<file path="config.mk">
export PLATFORM = sky130hd
export DESIGN_NAME = addsub_pipe_flat
export DESIGN_NICKNAME = d
export VERILOG_FILES = /design/src/rtl/addsub_pkg.sv /design/src/rtl/addsub_if.sv /design/src/rtl/addsub_seg.sv /design/src/rtl/addsub_pipe.sv /design/src/flat_wrapper.sv
export SDC_FILE = /design/constraint.sdc
export NUM_CORES = 1
export LEC_CHECK = 0
export ABC_AREA = 0
export CAP_MARGIN = 10
export CORE_MARGIN = 8
export CORE_UTILIZATION = 45
export DETAILED_ROUTE_END_ITERATION = 10
export GPL_ROUTABILITY_DRIVEN = 0
export PLACE_DENSITY = 0.69
export SLEW_MARGIN = 20
export SYNTH_ARGS = -nofsm -noshare
export SYNTH_HDL_FRONTEND = slang
export SYNTH_HIERARCHICAL = 1
export SYNTH_SLANG_ARGS = --single-unit
</file>
<file path="constraint.sdc">
create_clock -name clk -period 5 [get_ports clk]
set_clock_uncertainty 0.15 [all_clocks]
set_input_delay 1.25 -clock clk [delete_from_list [all_inputs] [get_ports clk]]
set_output_delay 1.25 -clock clk [all_outputs]
set_load 0.005 [all_outputs]
</file>
<file path="src/rtl/addsub_pkg.sv">
// addsub_pkg
//   Shared definitions for the pipelined adder/subtractor slice.
//   OP_ADD / OP_SUB : encoding of the in_op operation select.
//   stage_ctl_t     : control part of one pipeline stage record (valid, op, carry).
//   The operand and sum words of the record are WIDTH-dependent, so they live in addsub_pipe.
//   seg_w()         : width of one carry segment for a given WIDTH/STAGES split.
package addsub_pkg;

  localparam logic OP_ADD = 1'b0;
  localparam logic OP_SUB = 1'b1;

  typedef struct packed {
    logic valid;
    logic op;
    logic carry;
  } stage_ctl_t;

  function automatic int seg_w(input int width, input int stages);
    return width / stages;
  endfunction

endpackage

</file>
<file path="src/rtl/addsub_if.sv">
// addsub_if
//   Handshake bundle for addsub_pipe.
//   Input side : in_valid, in_ready, in_a, in_b, in_op
//   Output side: out_valid, out_ready, out_res, out_neg, out_cout
//   master : producer/consumer side (drives operands and out_ready)
//   slave  : arithmetic unit side (drives in_ready and the result)
interface addsub_if
  import addsub_pkg::*;
#(
  parameter int WIDTH = 8
);

  logic             in_valid;
  logic             in_ready;
  logic [WIDTH-1:0] in_a;
  logic [WIDTH-1:0] in_b;
  logic             in_op;
  logic             out_valid;
  logic             out_ready;
  logic [WIDTH-1:0] out_res;
  logic             out_neg;
  logic             out_cout;

  modport master (
    output in_valid, in_a, in_b, in_op, out_ready,
    input  in_ready, out_valid, out_res, out_neg, out_cout
  );

  modport slave (
    input  in_valid, in_a, in_b, in_op, out_ready,
    output in_ready, out_valid, out_res, out_neg, out_cout
  );

endinterface

</file>
<file path="src/rtl/addsub_seg.sv">
// addsub_seg
//   Combinational SEG_W-bit ripple-carry adder built from per-bit full adders.
//   Ports: a, b (SEG_W) operands; cin carry in; sum (SEG_W); cout carry out of the top bit.
module addsub_seg
  import addsub_pkg::*;
#(
  parameter int SEG_W = 4
) (
  input  logic [SEG_W-1:0] a,
  input  logic [SEG_W-1:0] b,
  input  logic             cin,
  output logic [SEG_W-1:0] sum,
  output logic             cout
);

  logic [SEG_W:0] c;

  assign c[0] = cin;

  for (genvar i = 0; i < SEG_W; i++) begin : g_bit
    assign sum[i]   = a[i] ^ b[i] ^ c[i];
    assign c[i+1]   = (a[i] & b[i]) | (c[i] & (a[i] ^ b[i]));
  end

  assign cout = c[SEG_W];

endmodule

</file>
<file path="src/rtl/addsub_pipe.sv">
// addsub_pipe
//   Pipelined unsigned WIDTH-bit adder/subtractor with valid/ready handshake.
//   The carry chain is cut into STAGES registered segments, followed by one
//   correction stage that turns a negative subtraction into magnitude + sign.
//   Ports:
//     clk   : rising-edge clock
//     rst_n : asynchronous active-low reset
//     bus   : addsub_if.slave (in_valid/in_ready/in_a/in_b/in_op,
//             out_valid/out_ready/out_res/out_neg/out_cout)
//   Build option ADDSUB_SAT_EN: when defined, an add that carries out
//   saturates out_res to all ones; otherwise the sum wraps.
module addsub_pipe
  import addsub_pkg::*;
#(
  parameter int WIDTH  = 8,
  parameter int STAGES = 2
) (
  input  logic    clk,
  input  logic    rst_n,
  addsub_if.slave bus
);

  localparam int SEG_W = seg_w(WIDTH, STAGES);
  localparam int LAST  = STAGES - 1;

  logic             stall;
  logic             accept;
  logic [WIDTH-1:0] bx_first;

  // acc holds finished sum bits below the current segment and untouched a bits above it;
  // bx holds b (already inverted for subtract) shifted so the next segment sits at bit 0.
  stage_ctl_t       ctl_q   [STAGES];
  logic [WIDTH-1:0] acc_q   [STAGES];
  logic [WIDTH-1:0] bx_q    [STAGES];
  stage_ctl_t       ctl_nxt [STAGES];
  logic [WIDTH-1:0] acc_nxt [STAGES];
  logic [WIDTH-1:0] bx_nxt  [STAGES];

  logic             out_valid_q;
  logic [WIDTH-1:0] out_res_q;
  logic             out_neg_q;
  logic             out_cout_q;

  logic [WIDTH-1:0] raw;
  logic [WIDTH-1:0] fix_a;
  logic [WIDTH-1:0] fixed;
  logic [WIDTH-1:0] res_c;
  logic             fix;
  logic             fix_cout_unused;

  // A full output register that is not being taken freezes the whole pipe.
  assign stall        = out_valid_q & ~bus.out_ready;
  assign accept       = bus.in_valid & ~stall;
  assign bus.in_ready = ~stall;
  assign bx_first     = bus.in_b ^ {WIDTH{bus.in_op == OP_SUB}};

  for (genvar k = 0; k < STAGES; k++) begin : g_stage
    logic             v_in;
    logic             op_in;
    logic             c_in;
    logic [WIDTH-1:0] acc_in;
    logic [WIDTH-1:0] bx_in;
    logic [SEG_W-1:0] seg_sum;
    logic             seg_cout;
    logic [WIDTH-1:0] acc_upd;

    if (k == 0) begin : g_first
      assign v_in   = accept;
      assign op_in  = bus.in_op;
      assign c_in   = (bus.in_op == OP_SUB);
      assign acc_in = bus.in_a;
      assign bx_in  = bx_first;
    end else begin : g_next
      assign v_in   = ctl_q[k-1].valid;
      assign op_in  = ctl_q[k-1].op;
      assign c_in   = ctl_q[k-1].carry;
      assign acc_in = acc_q[k-1];
      assign bx_in  = bx_q[k-1];
    end

    addsub_seg #(.SEG_W(SEG_W)) u_seg (
      .a    (acc_in[k*SEG_W +: SEG_W]),
      .b    (bx_in[SEG_W-1:0]),
      .cin  (c_in),
      .sum  (seg_sum),
      .cout (seg_cout)
    );

    // Splice this segment's sum into the word in place of the a bits it consumed.
    always_comb begin
      acc_upd                     = acc_in;
      acc_upd[k*SEG_W +: SEG_W]   = seg_sum;
    end

    assign ctl_nxt[k] = '{valid: v_in, op: op_in, carry: seg_cout};
    assign acc_nxt[k] = acc_upd;
    assign bx_nxt[k]  = bx_in >> SEG_W;
  end

  // Segment registers: valid always advances so bubbles flow through, data only on a real beat.
  always_ff @(posedge clk or negedge rst_n) begin
    if (!rst_n) begin
      for (int k = 0; k < STAGES; k++) begin
        ctl_q[k] <= '0;
        acc_q[k] <= '0;
        bx_q[k]  <= '0;
      end
    end else if (!stall) begin
      for (int k = 0; k < STAGES; k++) begin
        ctl_q[k].valid <= ctl_nxt[k].valid;
        if (ctl_nxt[k].valid) begin
          ctl_q[k].op    <= ctl_nxt[k].op;
          ctl_q[k].carry <= ctl_nxt[k].carry;
          acc_q[k]       <= acc_nxt[k];
          bx_q[k]        <= bx_nxt[k];
        end
      end
    end
  end

  // No carry out of a subtraction means a<b: the raw word is 2's-complement negative.
  assign raw   = acc_q[LAST];
  assign fix   = (ctl_q[LAST].op == OP_SUB) & ~ctl_q[LAST].carry;
  assign fix_a = fix ? ~raw : raw;

  addsub_seg #(.SEG_W(WIDTH)) u_fix (
    .a    (fix_a),
    .b    ('0),
    .cin  (fix),
    .sum  (fixed),
    .cout (fix_cout_unused)
  );

  always_comb begin
    res_c = fixed;
`ifdef ADDSUB_SAT_EN
    if ((ctl_q[LAST].op == OP_ADD) && ctl_q[LAST].carry) begin
      res_c = '1;
    end
`endif
  end

  always_ff @(posedge clk or negedge rst_n) begin
    if (!rst_n) begin
      out_valid_q <= 1'b0;
      out_res_q   <= '0;
      out_neg_q   <= 1'b0;
      out_cout_q  <= 1'b0;
    end else if (!stall) begin
      out_valid_q <= ctl_q[LAST].valid;
      if (ctl_q[LAST].valid) begin
        out_res_q  <= res_c;
        out_neg_q  <= fix;
        out_cout_q <= ctl_q[LAST].carry;
      end
    end
  end

  assign bus.out_valid = out_valid_q;
  assign bus.out_res   = out_res_q;
  assign bus.out_neg   = out_neg_q;
  assign bus.out_cout  = out_cout_q;

endmodule

</file>
<file path="src/flat_wrapper.sv">
// flat-port wrapper written by rule: the top's interface ports become plain ports
module addsub_pipe_flat import addsub_pkg::*;
#(
  parameter int WIDTH  = 8,
  parameter int STAGES = 2
)
  (clk, rst_n, bus_in_valid, bus_in_a, bus_in_b, bus_in_op, bus_out_ready, bus_in_ready, bus_out_valid, bus_out_res, bus_out_neg, bus_out_cout);
  addsub_if #(.WIDTH(WIDTH)) bus_i ();
  input  logic clk;
  input  logic rst_n;
  input wire logic [$bits(bus_i.in_valid)-1:0] bus_in_valid;
  input wire logic [$bits(bus_i.in_a)-1:0] bus_in_a;
  input wire logic [$bits(bus_i.in_b)-1:0] bus_in_b;
  input wire logic [$bits(bus_i.in_op)-1:0] bus_in_op;
  input wire logic [$bits(bus_i.out_ready)-1:0] bus_out_ready;
  output wire logic [$bits(bus_i.in_ready)-1:0] bus_in_ready;
  output wire logic [$bits(bus_i.out_valid)-1:0] bus_out_valid;
  output wire logic [$bits(bus_i.out_res)-1:0] bus_out_res;
  output wire logic [$bits(bus_i.out_neg)-1:0] bus_out_neg;
  output wire logic [$bits(bus_i.out_cout)-1:0] bus_out_cout;
  assign bus_i.in_valid = bus_in_valid;
  assign bus_i.in_a = bus_in_a;
  assign bus_i.in_b = bus_in_b;
  assign bus_i.in_op = bus_in_op;
  assign bus_i.out_ready = bus_out_ready;
  assign bus_in_ready = bus_i.in_ready;
  assign bus_out_valid = bus_i.out_valid;
  assign bus_out_res = bus_i.out_res;
  assign bus_out_neg = bus_i.out_neg;
  assign bus_out_cout = bus_i.out_cout;
  addsub_pipe #(.WIDTH(WIDTH), .STAGES(STAGES)) u_core (.clk(clk), .rst_n(rst_n), .bus(bus_i));
endmodule
</file>
# == Word-level counts from Yosys, hierarchy flattened ==
# Cells that the tools add are included.
# word_totals
ff_bits,37
output_inout_bits,12
# op_classes
mux,1
bitwise,63
reduce_logical,3
# ops
cell,n
$and A1 B1 Y1,26
$xor A1 B1 Y1,24
$mux W8,1
$not A8 Y8,1
$or A1 B1 Y1,8
$xor A8 B8 Y8,1
$reduce_and A2 Y1,3
$not A1 Y1,3

# == Logic depth before layout (Yosys ltp) ==
# Gate-level depths: netlist (run 1).
# depth
ltp_word,11
depth_mapped,16
depth_no_buf,15

# == Modules after synthesis ==
# The synthesis (run 1) kept the hierarchy.
# modules_own_cells
mod,area_per_inst_um2,cells_each,n_inst
addsub_pipe,1639.1,104,1
addsub_seg (u_core.g_stage[0].u_seg ...),117.6,14,2
addsub_seg (u_core.u_fix),197.7,18,1

# == Least setup slack after synthesis (run 1) ==
# Ideal clock, no wire load.
# synth_timing
kind,register to register
startpoint,reg u_core/ctl_q[0] (netlist name)
endpoint,"reg u_core.out_res_q[7], in the netlist u_core/bus.out_res[7]"
arrival_ns,3.967
path_stages_with_launch,17
period_less_slack_ns,4.181
setup_time_ns,0.064
t_required_ns,4.786
slack_ns,0.819
cell_sequence,dfrtp_1 > nand2b_1 > buf_4 > xnor2_1 > fa_1 > inv_1 > fa_1 > inv_1 > fa_1 > fa_1 > fa_1 > fa_1 > fa_1 > inv_1 > fa_1 > inv_1 > mux2_2
# synth_between
elab_chain_len,11
# synth_lines
item,line,text
start: declaration,addsub_pipe.sv:32,stage_ctl_t ctl_q [STAGES];
$not A1 Y1,addsub_pipe.sv:123,assign fix = (ctl_q[LAST].op == OP_SUB) & ~ctl_q[LAST].carry;
$and A1 B1 Y1,addsub_pipe.sv:123,
$mux W8,addsub_pipe.sv:124,assign fix_a = fix ? ~raw : raw;
via u_core.fix_a[0],addsub_pipe.sv:45,logic [WIDTH-1:0] fix_a;
$and A1 B1 Y1 (7 in series),addsub_seg.sv:22,assign c[i+1] = (a[i] & b[i]) | (c[i] & (a[i] ^ b[i]));
$xor A1 B1 Y1,addsub_seg.sv:21,assign sum[i] = a[i] ^ b[i] ^ c[i];
via u_core.fixed[7],addsub_pipe.sv:46,logic [WIDTH-1:0] fixed;
end signal: assignment,addsub_pipe.sv:152,out_res_q <= res_c;
end: declaration,addsub_pipe.sv:40,logic [WIDTH-1:0] out_res_q;
# The timed path passes the listed nets, and every way through them passes these cells.
# A chain may end at the register's enable or synchronous reset.

# == Final worst setup path (run 1) ==
# Same ends and word-level chain as after synthesis.

==> results of run 1 <==
## critical path: cells and delay by family (launching register included)
kind | cells | cell delay [ps]
muxes | 1 | 130
xor gates and xnor gates | 1 | 160
and+or+nand+nor | 1 | 180
adders and majority gates | 8 | 2910
DFF | 1 | 400
buffers and inverters | 4 | 250
## per-layer routing
metal | vias to the layer above | share of wire (%) | track usage (%)
li1 | 522 | - | -
met1 | 519 | 40 | 10.2
met2 | 32 | 50 | 16.4
met3 | 7 | 7.8 | 5.18
met4 | 0 | 1.9 | 4.71
met5 | - | 0 | 0
## power groups by stage
stage | registers, mW | logic [mW] | clock network [mW]
4_1_cts | 0.514 | 0.740 | 0.265
6_report | 0.511 | 0.718 | 0.253
5_1_grt | 0.528 | 0.824 | 0.275
3_3_place_gp | 0.513 | 0.701 | 0
2_1_floorplan | 0.504 | 0.532 | 0
3_5_place_dp | 0.521 | 0.730 | 0
## metrics by stage
step | cells | utilization (%) | worst slack [ps] | hold slack (ps)
2_1_floorplan | 156 | - | 819 | 307
3_3_place_gp | 236 | 55.5 | 780 | 319
3_5_place_dp | 236 | 55.5 | 751 | 332
4_1_cts | 244 | 58.0 | 714 | 352
5_1_grt | 244 | 58.0 | 531 | 377
6_report | 244 | 58.0 | 758 | 347
## cell type report
| type | instances | area, µm² | share of cell area, % |
|---|---|---|---|
| inverter | 32 | 120 | 4.72 |
| sequential | 37 | 926 | 36.4 |
| multi-input combinational | 82 | 998 | 39.3 |
| tap | 52 | 65.1 | 2.56 |
| clock inverter | 2 | 38.8 | 1.52 |
| clock buffer | 6 | 72.6 | 2.85 |
| timing repair buffer | 33 | 323 | 12.7 |
## final timing paths
kind	startpoint	to	slack, ps	cells after the start
max in group asynchronous	rst_n	u_core/raw[1]	3320	1
min in group asynchronous	rst_n	u_core/bus.out_res[0]	890	1
worst max-delay path	u_core/ctl_q[0]	u_core/bus.out_res[7]	760	15
worst min register to register	u_core/ctl_q[2]	u_core/bus.out_valid	350	2
worst min-delay path	u_core/ctl_q[2]	u_core/bus.out_valid	350	2
worst max register to register	u_core/ctl_q[0]	u_core/bus.out_res[7]	760	15
## state kept, by name, indices dropped and copies added (netlist names)
| register | flops |
|---|---|
| u_core/ctl_q | 3 |
| u_core/g_stage.acc_in | 8 |
| u_core/g_stage.c_in | 1 |
| u_core/bus.out_neg | 1 |
| u_core/g_stage.bx_in | 4 |
| u_core/g_stage.v_in | 1 |
| u_core/bus.out_cout | 1 |
| u_core/bus.out_res | 8 |
| u_core/raw | 8 |
| u_core/g_stage.op_in | 1 |
| u_core/bus.out_valid | 1 |
==> summary.md, run 1 <==
| Metric | Value |
|---|---|
| Max Cap Violations | 0 |
| Combinational share of power | 48.4% |
| Setup CP Type | reg2reg |
| Final period util | a little over four fifths |
| Slowest cell on the critical path | fa_1 |
| Clock Pin Slew Worst Setup and Hold Paths | approximately 70 ps |
| Fin nets | around 230 |
| Total gr overflow | 0 |
| Initial antenna violation count | 0 |
| Run status | complete, no violations |
| Pin count of the biggest net entering global routing | 38 |
| Hold Crit Class | reg2reg |
| Final ANT Viol Nets | 0 |
| Layout fillers | between 300 and 400 |
| Dpl hpwl | approximately 2.5 mm |
| DR pass1 iterations | 2 |
| Critical Path AT | 4320 ps |
| First-pass GRT wire length | ~5.6 mm |
| Slew headroom | 47.9% |
| Post-CTS Hold Fix Bufs | 0 |
| Ports | 33 |
| Clk_lat worst skew | 290 ps |
| DR iter-0 viols | 15 |
| Total CTS buffers | 5 |
| Detailed-route DRC error count | 0 |
| Overall Global Routing Usage | about 10% |
| Leak | between 1 and 1.5 nW |
| Clock Tree Root | clkbuf_8 |
| Area of the mapped netlist | slightly above 0.002 mm² |
| Max Slew Vio Count | 0 |
| Total power divided by cell area | 583 mW/mm² |
| Worst slew pin tran | 781 ps |
| Longest Clk Path Bufs | 2 |
| Syn Area/Cell | between 10 and 15 µm² |
| CP Cell Sequence | nand2b_1 > xnor2_1 > fa_1 > inv_1 > fa_1 > inv_1 > fa_1 > fa_1 > fa_1 > fa_1 > fa_1 > inv_1 > fa_1 > inv_1 > mux2_2 |
| Setup repair bufs after CTS | 0 |
| Setup total negative slack | 0 ps |
| Via density | 4.43 |
| Num rows | 24 |
| Chip width | ~84 µm |
| Total core area | 0.00438 mm² |
| DP Area | around 0.0024 mm² |
| RSZ-0062 raised after global routing | false |
| Diode count | 0 |
| Die area | around 0.0070 mm² |
| Setup violators final | 0 |
| Cell area after layout | 0.00254 mm² |
| Most frequent cells in the layout | 37 x dfrtp_1, 32 x inv_1, 31 x clkdlybuf4s50_1, 18 x mux2_4 |
| Initial Utilization | 47.2% |
| PostCTS Resize Cnt | 0 |
| Routed WL | 3.11 mm |
| CTS H-Tree Depth | 2 |
| DR WL/cell | 12.8 µm |
| Vias in the first global route | 1308 |
| Maximum vdd ir drop | approximately 0.18 mV |
| Net switching power | between 400 and 500 µW |
| Seq pwr share | about a third |
| Share of cells above drive strength 1 | around 24% |
| Port bufs | 32 |
| Syn Inst Count | 149 |
| Min Tclk post-route | 4240 ps |
| CP startpoint kind | flip-flop |
| P_int | between 1 and 1.5 mW |
| Share of power burned in the clock network | between 10% and 20% |
| CTS tree | done |
| Peak Freq | around 240 MHz |
| Req. time, crit path | roughly 5100 ps |
| CP max FO | 3 |
| CP Capture Type | flip-flop |
| Commonest non-fill, non-tap cell in the layout | dfrtp_1 |
| Via count | 1080 |
| Tot Pwr | approximately 1.5 mW |
| Die height | 83.8 µm |
| Syn-to-layout area delta | 23.0% |
| Cell mode on critical path | fa_1 |
| Final hold viol count | 0 |
| Clk sinks | 37 |
| Switching share of power | a little under a third |
| Synth Warn # | 6 |
| CP max stage delay | 410 ps |
Note: power is estimated with default switching activity, not from simulation.
==> run 2, diff against run 1 <==
Clock period 5 ns to 4.03 ns, I/O delays scaled along.
==> run 2 against run 1 <==
  * First-iteration DRC count grew 130%
  * Global-route usage hardly changed
  * Fmax rose by 7.9%
  * Routed wire length grew 0.29%
  * Via count is 3.9% higher
  * Register-to-register slack worse by 660 ps
  * Setup slack got worse by 660 ps
  * Sequential cell count unchanged
  * Count of clock-buffer cells in the layout decreased by 1
  * Sequential share of layout area down 1.4 points
  * Sequential power increased by 26%
  * Largest cell class unchanged
==> summary.md, run 2 (same netlist as run 1, synthesis figures left out) <==
| Metric | Value |
|---|---|
| Min Tclk post-route | around 4000 ps |
| Fin nets | around 230 |
| DP Worst Slack | -53.9 ps |
| Num rows | 24 |
| Die height | roughly 84 µm |
| DR pass1 iterations | 2 |
| Final hold slack | between 300 and 400 ps |
| CP startpoint kind | flip-flop |
| Chip width | 83.8 µm |
| Clock Tree Root | clkbuf_8 |
| Pin count of the biggest net entering global routing | 38 |
| Final period util | 97.5% |
| Leak | 1.27 nW |
| Post-CTS Hold Fix Bufs | 0 |
| Maximum vdd ir drop | 0.263 mV |
| Most frequent cells in the layout | 37 x dfrtp_1, 31 x clkdlybuf4s50_1, 30 x inv_1, 18 x mux2_4, 16 x mux2_2 |
| Overall Global Routing Usage | roughly a tenth |
| Commonest non-fill, non-tap cell in the layout | dfrtp_1 |
| Via density | between 4 and 5 |
| CTS tree | done |
| Max Cap Violations | 0 |
| Total power divided by cell area | between 700 and 800 mW/mm² |
| Dpl hpwl | roughly 2.6 mm |
| Critical Path AT | 4010 ps |
| Die area | between 0.007 and 0.008 mm² |
| Initial antenna violation count | 0 |
| Clock Pin Slew Worst Setup and Hold Paths | 70 ps |
| Detailed-route DRC error count | 0 |
| Port bufs | 32 |
| Share of cells above drive strength 1 | between 30% and 40% |
| Final hold viol count | 0 |
| Clk_lat worst skew | between 200 and 300 ps |
| Longest Clk Path Bufs | 2 |
| Req. time, crit path | ~4000 ps |
| DR iter-0 viols | 35 |
| CTS H-Tree Depth | 2 |
| Vias in the first global route | about 1300 |
| Clk sinks | 37 |
| Final ANT Viol Nets | 0 |
| Peak Freq | around 250 MHz |
| Run status | complete, no violations |
| Total gr overflow | 0 |
| Setup CP Type | reg2reg |
| Setup violators final | 0 |
| Slew headroom | a little under half |
| Ports | 33 |
| RSZ-0062 raised after global routing | true |
| First-pass GRT wire length | roughly 5.8 mm |
| Total CTS buffers | 5 |
| Via count | between 1000 and 1500 |
| Worst slew pin tran | between 700 and 800 ps |
| Worst Slack Setup Final | roughly 99 ps |
| Max Slew Vio Count | 0 |
| CP Capture Type | flip-flop |
| Syn-to-layout area delta | 27.8% |
| CP max FO | 2 |
| Total core area | between 0.004 and 0.005 mm² |
| Hold Crit Class | reg2reg |
| DR WL/cell | roughly 13 µm |
| Initial Utilization | 47.2% |
| Diode count | 0 |
| Routed WL | ~3.1 mm |
| Fin util | between 60 and 70% |
## run 2: cell types whose count changed in the layout (fill, tap and decap cells not counted), moves of 2 or more
cell and delta:
buf_4 +4, fa_1 -7, fa_2 +7, inv_1 -2, inv_2 +2
## run 2: timing repair
item                                    CTS  global route
resized for setup                         3             7
hold endpoints to repair                  0             0
pin swaps                                 0             5
buffers inserted                          0             3
endpoints found under the setup margin    1             1
gates cloned                              0             0
## run 2: routing by layer
metal / vias to the layer above / global-route usage (%) / share of wire, %
met2: 31 / 16.2 / 50
met1: 551 / 10.9 / 42
li1: 538 / - / -
met3: 2 / 5.08 / 7.3
met4: 0 / 3.77 / 1.2
met5: - / 0 / 0
## run 2: final timing paths
| kind | depth (start not counted) | from | slack, ps | end |
|---|---|---|---|---|
| worst max-delay path | 15 | u_core/ctl_q[0] | 100 | u_core/bus.out_res[7] |
| worst min-delay path | 2 | u_core/ctl_q[2] | 350 | u_core/bus.out_valid |
| worst max register to register | 15 | u_core/ctl_q[0] | 100 | u_core/bus.out_res[7] |
| worst min register to register | 2 | u_core/ctl_q[2] | 350 | u_core/bus.out_valid |
| max in group asynchronous | 1 | rst_n | 2580 | u_core/g_stage[1].v_in |
| min in group asynchronous | 1 | rst_n | 650 | u_core/bus.out_res[0] |
## run 2: final cells by class
class | count | area, µm²
Timing Repair Buffer | 38 | 368
Inverter | 32 | 120
Clock buffer | 5 | 68.8
Multi-Input combinational cell | 82 | 1030
Sequential cell | 37 | 926
Tap cell | 52 | 65.1
Fill cell | 341 | 1740
Clock inverter | 3 | 65.1
## run 2: worst max-delay path: stages, from the launching register on
cell,delay [ps]
dfrtp_1,380
nand2b_4,160
xnor2_2,140
fa_2,360
inv_2,60
fa_2,170
inv_1,50
fa_2,330
fa_2,350
fa_2,370
fa_2,370
fa_2,340
inv_2,60
fa_1,400
inv_1,50
mux2_2,130
## run 2: per-stage QoR
| stage | area (µm²) | setup TNS, ps | total power [mW] | instances |
|---|---|---|---|---|
| 2_1_floorplan | 2110 | 0 | 1.30 | 156 |
| 3_3_place_gp | 2450 | 0 | 1.54 | 238 |
| 3_5_place_dp | 2450 | -53.9 | 1.58 | 238 |
| 5_1_grt | 2640 | -60.8 | 2.19 | 249 |
| 4_1_cts | 2600 | 0 | 1.98 | 246 |
| 6_report | 2640 | 0 | 1.99 | 249 |
## run 2: power breakdown
part           leakage [nW]  switching (mW)  internal (mW)
combinational         0.769           0.379          0.597
sequential            0.434           0.107          0.536
clock                0.0681           0.129          0.246
